$ cat src/rtl/mem_access_stage.sv
// -----------------------------------------------------------------------------
// mem_access_stage
//
// Pipeline MEM stage sitting between the EX/MEM and MEM/WB registers.
// Non-memory instructions are registered straight through with one cycle of
// latency. Loads and stores are captured into holding registers and issued to
// data memory over a req/ack handshake; the upstream pipeline is stalled while
// the access is outstanding. An access that sees no ack within TIMEOUT cycles
// is abandoned: it retires with zero read data and a one-cycle mem_timeout.
//
// Ports:
//   clock, reset          pipeline clock, synchronous active-high reset
//   valid_in              EX/MEM holds a valid instruction
//   instruction_in        instruction (opcode in the top 5 bits)
//   aluRESULT_in          ALU result, also the load/store address
//   dataRFOut1_in         register-file operand 1
//   dataRFOut2_in         register-file operand 2, also the store data
//   mem_rdata, mem_ack    data-memory read data and one-cycle completion pulse
//   mem_req, mem_we       memory request (held until ack/timeout), 1 = store
//   mem_addr, mem_wdata   access address and store data
//   stall                 upstream must hold EX/MEM and PC
//   valid_out             MEM/WB inputs carry a retired instruction this cycle
//   instruction_out, aluRESULT_out, memory_read_data,
//   dataRFOut1_out, dataRFOut2_out   registered MEM/WB payload
//   mem_timeout           one-cycle pulse when an access is abandoned
// -----------------------------------------------------------------------------
module mem_access_stage #(
    parameter int          DATA_W   = 20,
    parameter logic [4:0]  OP_LOAD  = 5'b00110,
    parameter logic [4:0]  OP_STORE = 5'b00111,
    parameter int          TIMEOUT  = 15
) (
    input  logic              clock,
    input  logic              reset,
    input  logic              valid_in,
    input  logic [DATA_W-1:0] instruction_in,
    input  logic [DATA_W-1:0] aluRESULT_in,
    input  logic [DATA_W-1:0] dataRFOut1_in,
    input  logic [DATA_W-1:0] dataRFOut2_in,
    input  logic [DATA_W-1:0] mem_rdata,
    input  logic              mem_ack,
    output logic              mem_req,
    output logic              mem_we,
    output logic [DATA_W-1:0] mem_addr,
    output logic [DATA_W-1:0] mem_wdata,
    output logic              stall,
    output logic              valid_out,
    output logic [DATA_W-1:0] instruction_out,
    output logic [DATA_W-1:0] aluRESULT_out,
    output logic [DATA_W-1:0] memory_read_data,
    output logic [DATA_W-1:0] dataRFOut1_out,
    output logic [DATA_W-1:0] dataRFOut2_out,
    output logic              mem_timeout
);

    // The counter only has to reach TIMEOUT-1.
    localparam int CNT_W = (TIMEOUT > 1) ? $clog2(TIMEOUT) : 1;
    localparam logic [CNT_W-1:0] CNT_LAST = CNT_W'(TIMEOUT - 1);
    localparam logic [CNT_W-1:0] CNT_ONE  = CNT_W'(1);
    localparam logic [CNT_W-1:0] CNT_ZERO = CNT_W'(0);
    localparam logic [DATA_W-1:0] DATA_ZERO = DATA_W'(0);

    typedef enum logic [0:0] {
        ST_IDLE     = 1'b0,
        ST_WAIT_ACK = 1'b1
    } state_t;

    state_t            state_r, state_s;
    logic [CNT_W-1:0]  cnt_r, cnt_s;

    // Holding registers for the instruction that owns the outstanding access.
    logic [DATA_W-1:0] hold_instr_r, hold_instr_s;
    logic [DATA_W-1:0] hold_alu_r,   hold_alu_s;
    logic [DATA_W-1:0] hold_op1_r,   hold_op1_s;
    logic [DATA_W-1:0] hold_op2_r,   hold_op2_s;
    logic              hold_load_r,  hold_load_s;

    // Registered outputs.
    logic              mem_req_r,   mem_req_s;
    logic              mem_we_r,    mem_we_s;
    logic [DATA_W-1:0] mem_addr_r,  mem_addr_s;
    logic [DATA_W-1:0] mem_wdata_r, mem_wdata_s;
    logic              valid_out_r, valid_out_s;
    logic [DATA_W-1:0] instr_out_r, instr_out_s;
    logic [DATA_W-1:0] alu_out_r,   alu_out_s;
    logic [DATA_W-1:0] rdata_out_r, rdata_out_s;
    logic [DATA_W-1:0] op1_out_r,   op1_out_s;
    logic [DATA_W-1:0] op2_out_r,   op2_out_s;
    logic              timeout_r,   timeout_s;

    logic [4:0] opcode_s;
    logic       is_load_s;
    logic       is_store_s;

    assign opcode_s   = instruction_in[DATA_W-1 -: 5];
    assign is_load_s  = (opcode_s == OP_LOAD);
    assign is_store_s = (opcode_s == OP_STORE);

    // Next-state and next-output decode for the IDLE / WAIT_ACK controller.
    always_comb begin
        state_s      = state_r;
        cnt_s        = cnt_r;
        hold_instr_s = hold_instr_r;
        hold_alu_s   = hold_alu_r;
        hold_op1_s   = hold_op1_r;
        hold_op2_s   = hold_op2_r;
        hold_load_s  = hold_load_r;
        mem_req_s    = mem_req_r;
        mem_we_s     = mem_we_r;
        mem_addr_s   = mem_addr_r;
        mem_wdata_s  = mem_wdata_r;
        valid_out_s  = 1'b0;
        instr_out_s  = instr_out_r;
        alu_out_s    = alu_out_r;
        rdata_out_s  = rdata_out_r;
        op1_out_s    = op1_out_r;
        op2_out_s    = op2_out_r;
        timeout_s    = 1'b0;

        case (state_r)
            ST_IDLE: begin
                if (valid_in) begin
                    if (is_load_s || is_store_s) begin
                        hold_instr_s = instruction_in;
                        hold_alu_s   = aluRESULT_in;
                        hold_op1_s   = dataRFOut1_in;
                        hold_op2_s   = dataRFOut2_in;
                        hold_load_s  = is_load_s;
                        mem_req_s    = 1'b1;
                        mem_we_s     = is_store_s;
                        mem_addr_s   = aluRESULT_in;
                        mem_wdata_s  = dataRFOut2_in;
                        cnt_s        = CNT_ZERO;
                        state_s      = ST_WAIT_ACK;
                    end else begin
                        instr_out_s  = instruction_in;
                        alu_out_s    = aluRESULT_in;
                        op1_out_s    = dataRFOut1_in;
                        op2_out_s    = dataRFOut2_in;
                        rdata_out_s  = DATA_ZERO;
                        valid_out_s  = 1'b1;
                    end
                end else begin
                    state_s = ST_IDLE;
                end
            end
            ST_WAIT_ACK: begin
                // Ack is checked first so that an ack on the last allowed
                // cycle still completes normally instead of timing out.
                if (mem_ack || (cnt_r == CNT_LAST)) begin
                    state_s     = ST_IDLE;
                    mem_req_s   = 1'b0;
                    valid_out_s = 1'b1;
                    instr_out_s = hold_instr_r;
                    alu_out_s   = hold_alu_r;
                    op1_out_s   = hold_op1_r;
                    op2_out_s   = hold_op2_r;
                    if (mem_ack) begin
                        rdata_out_s = hold_load_r ? mem_rdata : DATA_ZERO;
                        timeout_s   = 1'b0;
                    end else begin
                        rdata_out_s = DATA_ZERO;
                        timeout_s   = 1'b1;
                    end
                end else begin
                    cnt_s = cnt_r + CNT_ONE;
                end
            end
            default: begin
                state_s   = ST_IDLE;
                mem_req_s = 1'b0;
            end
        endcase
    end

    // State, holding and output registers with synchronous reset.
    always_ff @(posedge clock) begin
        if (reset) begin
            state_r      <= ST_IDLE;
            cnt_r        <= CNT_ZERO;
            hold_instr_r <= DATA_ZERO;
            hold_alu_r   <= DATA_ZERO;
            hold_op1_r   <= DATA_ZERO;
            hold_op2_r   <= DATA_ZERO;
            hold_load_r  <= 1'b0;
            mem_req_r    <= 1'b0;
            mem_we_r     <= 1'b0;
            mem_addr_r   <= DATA_ZERO;
            mem_wdata_r  <= DATA_ZERO;
            valid_out_r  <= 1'b0;
            instr_out_r  <= DATA_ZERO;
            alu_out_r    <= DATA_ZERO;
            rdata_out_r  <= DATA_ZERO;
            op1_out_r    <= DATA_ZERO;
            op2_out_r    <= DATA_ZERO;
            timeout_r    <= 1'b0;
        end else begin
            state_r      <= state_s;
            cnt_r        <= cnt_s;
            hold_instr_r <= hold_instr_s;
            hold_alu_r   <= hold_alu_s;
            hold_op1_r   <= hold_op1_s;
            hold_op2_r   <= hold_op2_s;
            hold_load_r  <= hold_load_s;
            mem_req_r    <= mem_req_s;
            mem_we_r     <= mem_we_s;
            mem_addr_r   <= mem_addr_s;
            mem_wdata_r  <= mem_wdata_s;
            valid_out_r  <= valid_out_s;
            instr_out_r  <= instr_out_s;
            alu_out_r    <= alu_out_s;
            rdata_out_r  <= rdata_out_s;
            op1_out_r    <= op1_out_s;
            op2_out_r    <= op2_out_s;
            timeout_r    <= timeout_s;
        end
    end

    // Stall comes from the state register alone, so there is no
    // combinational path from mem_ack back into the upstream pipeline.
    assign stall            = (state_r == ST_WAIT_ACK);
    assign mem_req          = mem_req_r;
    assign mem_we           = mem_we_r;
    assign mem_addr         = mem_addr_r;
    assign mem_wdata        = mem_wdata_r;
    assign valid_out        = valid_out_r;
    assign instruction_out  = instr_out_r;
    assign aluRESULT_out    = alu_out_r;
    assign memory_read_data = rdata_out_r;
    assign dataRFOut1_out   = op1_out_r;
    assign dataRFOut2_out   = op2_out_r;
    assign mem_timeout      = timeout_r;

endmodule
$ cat config.mk
export PLATFORM = sky130hd
export DESIGN_NAME = mem_access_stage
export DESIGN_NICKNAME = d
export VERILOG_FILES = /design/src/rtl/mem_access_stage.sv
export SDC_FILE = /design/constraint.sdc
export NUM_CORES = 1
export LEC_CHECK = 0
export ABC_AREA = 1
export CAP_MARGIN = 30
export CORE_UTILIZATION = 48
export DETAILED_ROUTE_END_ITERATION = 12
export PLACE_DENSITY = 0.88
export SLEW_MARGIN = 20
export SYNTH_ARGS = -nofsm -noshare
export SYNTH_HDL_FRONTEND = slang
export SYNTH_SLANG_ARGS = --single-unit
export TNS_END_PERCENT = 100
$ cat constraint.sdc
create_clock -name clock -period 1.64 [get_ports clock]
set_input_delay 0.328 -clock clock [delete_from_list [all_inputs] [get_ports clock]]
set_output_delay 0.328 -clock clock [all_outputs]
set_load 0.01 [all_outputs]
# Word level (Yosys, flattened, before mapping)

Index checks and enable logic that the tools add are counted.

Bits of input ports: 104
Bits in registers: 190
Output and inout bits: 145
Word-level logic and storage cells: 73

Add/subtract/negate cells: 1
Reduce and logical (&&, ||, !) cells: 7
Bitwise operators: 2
Equal/unequal tests: 8
Multiplexer cells: 39

Operators by type and width:

| operator            | count |
|---|---|
| $mux 20             | 17 |
| $pmux 20 s2         | 5 |
| $mux 4              | 3 |
| $reduce_and 3->1    | 4 |
| $eq 5x3->1 const B  | 2 |
| $mux 1              | 10 |
| $ne 2x2->1 const B  | 4 |
| $pmux 4 s2          | 1 |
| $pmux 1 s2          | 3 |
| $add 4x1->4 const B | 1 |
| $eq 4x4->1 const B  | 1 |
| $reduce_or 3->1     | 1 |
| $logic_or 1x1->1    | 2 |
| $ne 2x1->1 const B  | 1 |
| $not 1->1           | 2 |

# Depth between registers and ports, before layout

Gate-level depths: netlist (run 1).

Depth in word-level cells: 5
Depth in mapped cells: 10
Mapped depth without buffers: 8

# Worst setup path before layout (run 1)

Ideal clock, no wire load.

Path kind: flip-flop to flip-flop
Start point: register cnt_r[0]
End point: register rdata_out_r[0] (netlist: memory_read_data[0])
Required time: 1570 ps
Setup slack: 224 ps
Period minus slack after synthesis: 1416 ps
Setup time: 70 ps
Stages on the path, launching flop included: 10
Path buffers: 2
Arrival: 1346 ps
Cell sequence: dfxtp_1 -> inv_1 -> ha_1 -> nand3_1 -> nand2_1 -> nand2_1 -> buf_6 -> buf_2 -> nand3_1 -> a21oi_1

Word-level cells in the longest chain between the ends: 4

Ends and longest elaborated chain:

| element                    | RTL line | source |
|---|---|---|
| start: declaration         | 69       | `logic [CNT_W-1:0] cnt_r, cnt_s;` |
| start signal: assignment   | 199      | `cnt_r <= cnt_s;` |
| $eq 4x4->1                 | 150      | `if (mem_ack \|\| (cnt_r == CNT_LAST)) begin` |
| $logic_or 1x1->1           | 150      |  |
| $ne 2x1->1 (no line)       | --       |  |
| $reduce_and 3->1 (no line) | --       |  |
| end signal: assignment     | 212      | `rdata_out_r <= rdata_out_s;` |
| end: declaration           | 86       | `logic [DATA_W-1:0] rdata_out_r, rdata_out_s;` |

Every way passes these cells.
A chain may end at the register's enable or synchronous reset.

# Worst setup path in the final report (run 1)

Start point: register valid_out_r (netlist: valid_out)
End point: output port valid_out

RTL lines:

| element                  | RTL line | source |
|---|---|---|
| start: declaration       | 83       | `logic valid_out_r, valid_out_s;` |
| start signal: assignment | 209      | `valid_out_r <= valid_out_s;` |
| end: declaration         | 47       | `output logic valid_out,` |

No word-level cell between the ends.

==> impl_metrics.ini, run 1 <==
[floorplanning]
die_x_um = 134
rows = 48
die_area_um2 = 18100
initial_core_util_pct = 49.0
die_h_um = 134
core_area_um2 = 17200
io_pins = 249

[setup_path]
r2r_setup_slack_ns = 0.06
end_kind = primary output
cpMaxStageDelayCell = clkdlybuf4s50_1
worstPathArrival_ns = 1.30
crit_fanout = 1
required_ns = 1.31
start_kind = flip-flop
cp_top_family = buffers and inverters
slowest_delay_ns = 0.55
path_class = flip-flop to primary output
crit_buf_inv = 1
cp_cell_sequence = clkdlybuf4s50_1

[yosys]
ys_seq_elements = 190
synth.cell_area_um2 = 8410
ys_seq_area_share_pct = 45.2
synthArstFlopShare_pct = 0
ys_warn_count = 0
synth_area_per_cell_um2 = 7.03
ys.flop_type = dfxtp_1
yosysMostFrequentCell = nand2_1
synth_area_leaders = dfxtp_1, nand2_1, a21oi_1
synth_area_leader_cell = dfxtp_1
synth_edf_count = 0
syn_nets = 1303
synthTopCellsByCount = nand2_1, dfxtp_1, a21oi_1
synth_top_cell_area_share_pct = 45.2
synthDistinctLibCells = 23
syn-instance-count = 1197

[clock_tree]
postCtsHoldBufs = 0
clk_latency_ns = 0.44
clk_path_buf_depth = 2
htreeDepth = 4
path_clk_slew_ns = 0.07
cts_made_buffers = 17
clock_tree.root_cell = clkbuf_16
cts_sinks = 190
tritoncts = built

[route]
first_pass_iters = 6
vias_per_cell = 5.29
ant_nets = 0
drtIter0Drc = 642
wirelength_um = 25600
vias = 8744
post_drt_wl_per_cell_um = 15.5
post-route-drc-count = 0

[power]
ir_worst_vdd_v = 0.000769
power_density_nw_per_um2 = 879
power_uw = 10400
p_leak_uw = 0.00580

[placed_design]
hpwlAfterDp_um = 16200
port_buffers = 248
dpl-instance-area_um2 = 11200
place_ws_ns = -0.332
place_congestion = 0.815

[finish]
final_area_um2 = 11900
final_core_util_pct = 69.0
drive_above_1_share_pct = 6.72
n_antenna_cell = 0
nets = 1523
fillers = 1422
area_delta_synth_final_pct = 41.0

[timing]
min_period_over_period_pct = 99.1
setup_viol = 0
worstMarginPinSlew_ns = 0.495
slew_viol_final = 0
setup_ws_ns = 0.0154
timing.hold.ws_ns = 0.267
fmax_mhz = 616
period_minus_slack_ns = 1.62
slew_headroom_pct = 67.0
finalClockSkew_ns = 0.00825
hold_viol = 0

[global_routing]
first_global_vias = 8000
grt_pass1_wl_um = 39100
grt_max_degree = 50
grt_usage_pct = 27.1
antenna_found_initial = 0
grt_overflow = 0

[job]
maxCapViolCount = 0

[run_status]
status = finished, final reports clean

[worst_hold_path]
hp-class = primary input to flip-flop
[power breakdown]
group | leakage [µW] | internal, µW | switching (µW) | total (µW)
Sequential | 0.00155 | 4800 | 88.0 | 4890
Combinational | 0.00398 | 737 | 727 | 1460
Clock | 0.000274 | 2280 | 1790 | 4070
Total | 0.00580 | 7820 | 2600 | 10400
[through the flow]
step / setup TNS (ns) / cells
2_1_floorplan: 0 / 1197
4_1_cts: 0 / 1647
6_report: 0 / 1654
3_3_place_gp: -38.73 / 1616
5_1_grt: -0.00509 / 1654
3_5_place_dp: -47.89 / 1616
[sequential cells by signal, summed over array words and instances, names as in the netlist, 4 cells and up]
register and cells:
memory_read_data 20, hold_instr_r 20, dataRFOut2_out 20, dataRFOut1_out 20
aluRESULT_out 20, hold_op1_r 20, cnt_r 4, mem_addr 20
instruction_out 20, mem_wdata 20
[area by class of cell]
cell class / count / area [µm²] / area share (%)
clock buffer: 21 / 450 / 3.80
clock inverter: 10 / 114 / 0.960
inverter: 16 / 60.1 / 0.507
multi-input combinational: 894 / 4080 / 34.4
sequential: 190 / 3810 / 32.1
tap: 225 / 282 / 2.37
timing repair buffer: 298 / 3060 / 25.8
[path summary, 6_finish.rpt]
check	to	from	depth (start not counted)
worst max-delay path	valid_out	valid_out	1
worst max register to register	memory_read_data[3]	cnt_r[0]	8
worst min-delay path	hold_instr_r[7]	reset	2
worst min register to register	hold_instr_r[19]	hold_instr_r[19]	2
[routing by layer]
layer	track usage, %	wire, µm	vias up
met5	0	0	-
met4	9.61	517	0
met3	7.82	2110	43
met2	46.3	12400	359
met1	32.3	10600	4059
li1	-	-	4283
[kinds of logic (layout without fill, tap and decap cells)]
group / after synthesis / after routing / share of synthesized area [%]
flops: 190 / 190 / 45.2
fa+ha+maj: 2 / 2 / 0.297
compound gates: 186 / 186 / 11.1
xor+xnor: 1 / 1 / 0.104
simple gates: 704 / 705 / 36.1
buf+inv: 114 / 345 / 7.17
[placed cells by master, fill, tap and decap left out, types with 2 or more instances in the layout]
cell	Yosys	final
ha_1	2	2
clkdlybuf4s50_1	0	104
dlymetal6s2s_1	0	30
nand2_4	0	2
nor2_1	86	86
bufinv_16	0	2
clkinvlp_4	0	2
buf_12	0	16
clkbuf_1	33	3
a21oi_1	181	179
inv_1	12	12
nand2_1	481	479
o21a_1	2	2
inv_2	2	3
a21oi_2	0	2
nand4_1	2	2
o21ai_0	3	3
nor2_2	2	2
buf_6	13	3
clkbuf_16	0	19
nor2_4	2	2
clkinv_2	0	3
nand3_1	48	46
buf_4	5	28
dlygate4sd2_1	0	113
nand2_8	0	2
dfxtp_1	190	188
nand3b_1	80	80
[timing repair]
item / 4_1_cts / 5_1_grt
resized for setup: 114 / 42
buffers inserted: 0 / 4
pin swaps: 0 / 2
cloned: 0 / 3
setup endpoints to repair: 116 / 117
Power figures use the tool's default switching activity.
==> run 2: changes to the inputs <==
TNS_END_PERCENT = not set   (was 100)
==> results of run 2 <==
Same layout as run 1: the final DEF is identical, and so are final timing and power.
